### src/rtl/rapcla_err_recover.sv
// rapcla_err_recover: exact-sum checker/recovery stage for the reconfigurable approximate CLA adder.
//  clk, rst                  clock and async active-high reset
//  in_valid/in_ready         operand bundle handshake (a, b, cin, approx_sum, approx_cout, rcon)
//  out_valid/out_ready       result bundle handshake
//  exact_sum, exact_cout     corrected result, rippled one group per clock
//  err_groups, err_flag      per-group and overall mismatch of the approximate result
//  err_dist                  exact minus approximate, clamped at 0
//  unexpected_err            mismatch the approximate adder can never legitimately produce
module rapcla_err_recover #(
  parameter int SIZE = 16,
  parameter int GROUPSIZE = 8,
  parameter int WINDOW = 4
) (
  input  logic                   clk,
  input  logic                   rst,
  input  logic                   in_valid,
  output logic                   in_ready,
  input  logic [SIZE-1:0]        a,
  input  logic [SIZE-1:0]        b,
  input  logic                   cin,
  input  logic [SIZE-1:0]        approx_sum,
  input  logic                   approx_cout,
  input  logic [SIZE/GROUPSIZE-1:0] rcon,
  output logic                   out_valid,
  input  logic                   out_ready,
  output logic [SIZE-1:0]        exact_sum,
  output logic                   exact_cout,
  output logic [SIZE/GROUPSIZE-1:0] err_groups,
  output logic                   err_flag,
  output logic [SIZE:0]          err_dist,
  output logic                   unexpected_err
);
  localparam int NGROUP = SIZE / GROUPSIZE;
  localparam int GW = NGROUP > 1 ? $clog2(NGROUP) : 1;

  if (SIZE % GROUPSIZE != 0 || NGROUP < 1 || WINDOW < 1) begin : g_bad_param
    $error("rapcla_err_recover: SIZE must be a positive multiple of GROUPSIZE and WINDOW >= 1");
  end

  typedef enum logic [1:0] {IDLE, SCAN, FINAL, HOLD} state_t;
  state_t state, state_nx;

  logic [SIZE-1:0]   a_r, b_r, approx_sum_r;
  logic              approx_cout_r;
  logic [NGROUP-1:0] rcon_r;
  logic              c;
  logic [GW-1:0]     g;
  logic [GROUPSIZE:0] grp;
  logic [SIZE+1:0]   diff;
  logic              flag;
  logic              last;

  assign in_ready  = state == IDLE;
  assign out_valid = state == HOLD;
  assign last = g == GW'(NGROUP - 1);
  assign grp = {1'b0, a_r[int'(g)*GROUPSIZE +: GROUPSIZE]}
             + {1'b0, b_r[int'(g)*GROUPSIZE +: GROUPSIZE]}
             + {{GROUPSIZE{1'b0}}, c};
  // One extra bit so a borrow marks approx > exact, which lost carries cannot cause.
  assign diff = {1'b0, c, exact_sum} - {1'b0, approx_cout_r, approx_sum_r};
  assign flag = |err_groups | (approx_cout_r != c);

  always_ff @(posedge clk or posedge rst)
    if (rst) state <= IDLE;
    else state <= state_nx;

  always_comb begin
    state_nx = state;
    unique case (state)
      IDLE:  state_nx = in_valid ? SCAN : IDLE;
      SCAN:  state_nx = last ? FINAL : SCAN;
      FINAL: state_nx = HOLD;
      HOLD:  state_nx = out_ready ? IDLE : HOLD;
    endcase
  end

  always_ff @(posedge clk or posedge rst)
    if (rst) begin
      a_r            <= '0;
      b_r            <= '0;
      approx_sum_r   <= '0;
      approx_cout_r  <= 1'b0;
      rcon_r         <= '0;
      c              <= 1'b0;
      g              <= '0;
      exact_sum      <= '0;
      exact_cout     <= 1'b0;
      err_groups     <= '0;
      err_flag       <= 1'b0;
      err_dist       <= '0;
      unexpected_err <= 1'b0;
    end else begin
      if (state == IDLE && in_valid) begin
        a_r           <= a;
        b_r           <= b;
        approx_sum_r  <= approx_sum;
        approx_cout_r <= approx_cout;
        rcon_r        <= rcon;
        c             <= cin;
        g             <= '0;
        err_groups    <= '0;
      end
      if (state == SCAN) begin
        exact_sum[int'(g)*GROUPSIZE +: GROUPSIZE] <= grp[GROUPSIZE-1:0];
        err_groups[g] <= grp[GROUPSIZE-1:0] != approx_sum_r[int'(g)*GROUPSIZE +: GROUPSIZE];
        c <= grp[GROUPSIZE];
        g <= g + 1'b1;
      end
      if (state == FINAL) begin
        exact_cout     <= c;
        err_flag       <= flag;
        err_dist       <= diff[SIZE+1] ? '0 : diff[SIZE:0];
        unexpected_err <= diff[SIZE+1] | (flag & ~|rcon_r);
      end
    end
endmodule
### config.mk
export PLATFORM = sky130hd
export DESIGN_NAME = rapcla_err_recover
export DESIGN_NICKNAME = d
export VERILOG_FILES = /design/src/rtl/rapcla_err_recover.sv
export SDC_FILE = /design/constraint.sdc
export NUM_CORES = 1
export LEC_CHECK = 0
export CORE_MARGIN = 3
export CORE_UTILIZATION = 53
export DETAILED_ROUTE_END_ITERATION = 12
export PLACE_DENSITY_LB_ADDON = 0.05
export SETUP_SLACK_MARGIN = 0.05
export SLEW_MARGIN = 20
export SYNTH_ARGS = -nofsm -noshare
export SYNTH_HDL_FRONTEND = slang
export SYNTH_SLANG_ARGS = --single-unit
### constraint.sdc
create_clock -name clk -period 4.45 [get_ports clk]
set_input_delay 0.89 -clock clk [delete_from_list [all_inputs] [get_ports clk]]
set_output_delay 0.89 -clock clk [all_outputs]
set_load 0.02 [all_outputs]
==> results by group <==
Status
  – Run status: completed

Cells and area
  – Nets: between 600 and 700
  – Ant diodes: 0
  – Multi-input gate area: approximately 0.0027 mm^2
  – Fraction of layout cells with a size suffix above 1: approximately 18%
  – Fill cells: 778
  – Seq. cell area: 0.00233 mm^2
  – Non-Filler Instances: approximately 700
  – Area growth syn-to-layout: 24.0%

Clocking
  – Reg clk slew, reported paths: 100 ps
  – CTS tree: built
  – Cts bufs inserted: 9
  – Worst skew pair latency: about 360 ps
  – CTS hold repair buffers: 0
  – Root Buffer: clkbuf_8
  – H-Tree Depth: 3
  – Clk buf depth: 2
  – Cts repair resizes: 0
  – Setup Buffers After CTS: 0
  – CTS Sinks: 93

Synthesis
  – Top FF cell, synth: dfrtp_1
  – Area contributors post-synth: dfrtp_1 45%, mux2_2 13%, ha_1 5.8%
  – Post-synthesis adder-cell area fraction: 6.96%
  – Synth top area share: 44.9%
  – Flops & latches, synth: 93
  – Multiplexer area fraction after synthesis: between 10% and 20%
  – Syn_nets: 564
  – Area leader, netlist: dfrtp_1
  – Post-synthesis sequential area ratio: 44.9%
  – Largest family of logic cells by synthesized area: compound AO/OA/AOI/OAI gates
  – Number of synthesized flops with an enable pin: 0
  – Synthesized-area fraction occupied by ao, oa, aoi and oai cells: 16.0%
  – Syn Area/Cell: 10.8 um^2
  – Synth Area in Simple Gates: 10.0%
  – Synthesized area: 0.00518 mm^2
  – Ys Warns: 0
  – Post-synth top cells: 93 x dfrtp_1, 58 x mux2_2, 47 x nand2_1, 40 x o21ai_0
  – Most frequent cell after synthesis: dfrtp_1
  – Netlist cell types: 62
  – Mapped Cells: 481
  – Synth async-reset ratio: 100%
  – Xor/xnor cell area share of the yosys netlist: 3.99%

Critical path
  – CP Launch Type: flop
  – Worst reg2reg path endpoint: err_groups[0]
  – FF-to-FF Start: g
  – WP data required: approximately 4700 ps
  – Crit path kind: flop to flop
  – Critical Path Fanout Max: 29
  – Setup slack, reg-to-reg: 1270 ps
  – Endpoint class of the critical path: flop
  – Critical Path AT: 3430 ps
  – Worst r2r path cells: 9

GRT
  – Grt ovf: 0
  – Vias in the first global route: 3988
  – Global-route wire length before repair: 19800 um
  – Total GRT Usage: 22.4%
  – Initial antenna violation count: 0
  – Largest net degree at the start of global routing: 44

Floorplanning
  – I/O Pins: 96
  – Num rows: 35
  – Die width: 105 um
  – Initial cell density of the core: 55.3%
  – Core footprint: 0.00937 mm^2
  – DIE AREA: roughly 0.011 mm^2
  – Die H: 105 um

Pwr
  – Combinational power share: 65.0%
  – Peak supply drop: 0.000587 V
  – Sw frac: 44.6%
  – Leak pwr: 2.78 nW
  – Psw: 2.69 mW
  – Fraction of power consumed by the clock network: 9.6%
  – Sequential share of power: about 25%
  – Internal power: 3.35 mW
  – Power Dens Cells: 941 mW/mm^2

Routing
  – Vias: 3916
  – Pre-Repair DR Iteration Count: 4
  – DR WL/cell: 16.8 um
  – Vias per std cell: 5.57
  – Routed wire length: 11800 um
  – Initial DRC Count: approximately 120
  – Antenna-violating nets left: 0
  – Drt drc: 0

Hold path
  – Worst Hold Depth: 2
  – Hold_sp: err_flag
  – Hold Crit Class: flop to flop
  – Hold endpoint: err_flag

STA
  – Setup tns final: 0 ps
  – Unrepaired setup endpoints after global routing: false
  – Final Setup Violations: 0
  – Max Slew Vio Count: 0
  – Final hold vios: 0
  – Worst slew pin tran: 786 ps
  – Minimum clock period after layout: around 3200 ps
  – Final Cycle Share: between 70% and 80%
  – Final Skew: 11.4 ps
  – Relative slew slack: about 47%
  – Fmax: 314 MHz

Placed design
  – Detailed placement HPWL: approximately 9300 um
  – Cells after DPL: 687
  – Number of port buffers: 95
  – Routability congestion estimate: ~0.85

Flow run
  – Max-cap viol count: 0
==> through the flow <==
step                      setup slack (ps)  util, %  area, um^2  power [mW]  hold WS (ps)
after global placement                1390     66.4        6220        5.39           462
after global routing                  1150     68.5        6420        6.55           508
final                                 1270     68.5        6420        6.04           486
after floorplan                        887        -        5180        4.40           474
after CTS                             1290     68.5        6420        6.07           493
after detailed placement              1310     66.4        6220        5.47           470
==> worst max path at each step <==
stage | end | from | depth (start not counted)
finish | err_groups[0] | g | 9
floorplan | err_groups[0] | g | 12
global placement | err_groups[1] | g | 9
global route | err_groups[1] | g | 9
CTS | err_groups[0] | g | 9
detailed placement | err_groups[1] | g | 9
==> registers in the layout, indices dropped and copies added, names as in the netlist <==
| register | count |
|---|---|
| a_r | 16 |
| approx_cout_r | 1 |
| approx_sum_r | 16 |
| b_r | 16 |
| c | 1 |
| err_dist | 17 |
| err_flag | 1 |
| err_groups | 2 |
| exact_cout | 1 |
| exact_sum | 16 |
| g | 1 |
| rcon_r | 2 |
| state | 2 |
| unexpected_err | 1 |
==> critical path: stages (launching register included) <==
cell     delay [ps]
dfrtp_1         390
buf_4           370
mux2_2          420
fa_1            470
a21o_1          230
a21oi_1         290
xnor3_1         280
and4b_1         210
nand4_1         110
mux2_2          270
==> power by group through the flow <==
stage | Combinational, mW | Sequential (mW) | Clock (mW)
2_1_floorplan | 2.79 | 1.61 | 0
3_3_place_gp | 3.84 | 1.55 | 0
3_5_place_dp | 3.91 | 1.56 | 0
4_1_cts | 3.94 | 1.54 | 0.592
5_1_grt | 4.33 | 1.60 | 0.631
6_report | 3.93 | 1.53 | 0.580
==> cell usage in the layout, fill, tap and decap left out, drive strengths merged, types with 5 or more instances in the layout <==
| master | synthesis | layout |
|---|---|---|
| a211oi | 5 | 5 |
| a21o | 8 | 8 |
| a21oi | 24 | 24 |
| a22o | 12 | 12 |
| and2 | 5 | 5 |
| clkbuf | 10 | 9 |
| clkdlybuf4s50 | 0 | 95 |
| dfrtp | 93 | 93 |
| ha | 24 | 24 |
| inv | 22 | 23 |
| mux2 | 58 | 58 |
| mux2i | 8 | 8 |
| nand2 | 47 | 47 |
| nand2b | 5 | 5 |
| nand3 | 7 | 7 |
| nor2 | 16 | 16 |
| o21ai | 43 | 43 |
| xnor2 | 11 | 11 |
| xor2 | 10 | 10 |
==> metal layers <==
metal  wire length [um]  GRT usage, %
met1               5130          29.6
met2               5950          37.9
met3                438          2.59
met4                261          8.06
met5                  0             0
==> kinds of logic (layout without fill, tap and decap cells) <==
kind of cell    Yosys count  in the layout
simple gates            107            107
mux                      66             66
xor+xnor                 22             22
fa+ha+maj                27             27
buf+inv                  44            137
compound gates          122            122
flops                    93             93
==> area by class of cell <==
cell class / instances / area share [%]
Clock buffer: 9 / 1.93
Inverter: 22 / 1.31
Timing Repair Buffer: 99 / 15.5
Clock inverter: 7 / 1.15
Tap cell: 129 / 2.51
Sequential cell: 93 / 36.3
Multi-Input combinational cell: 344 / 41.4
Note: power is estimated with default switching activity, not from simulation.
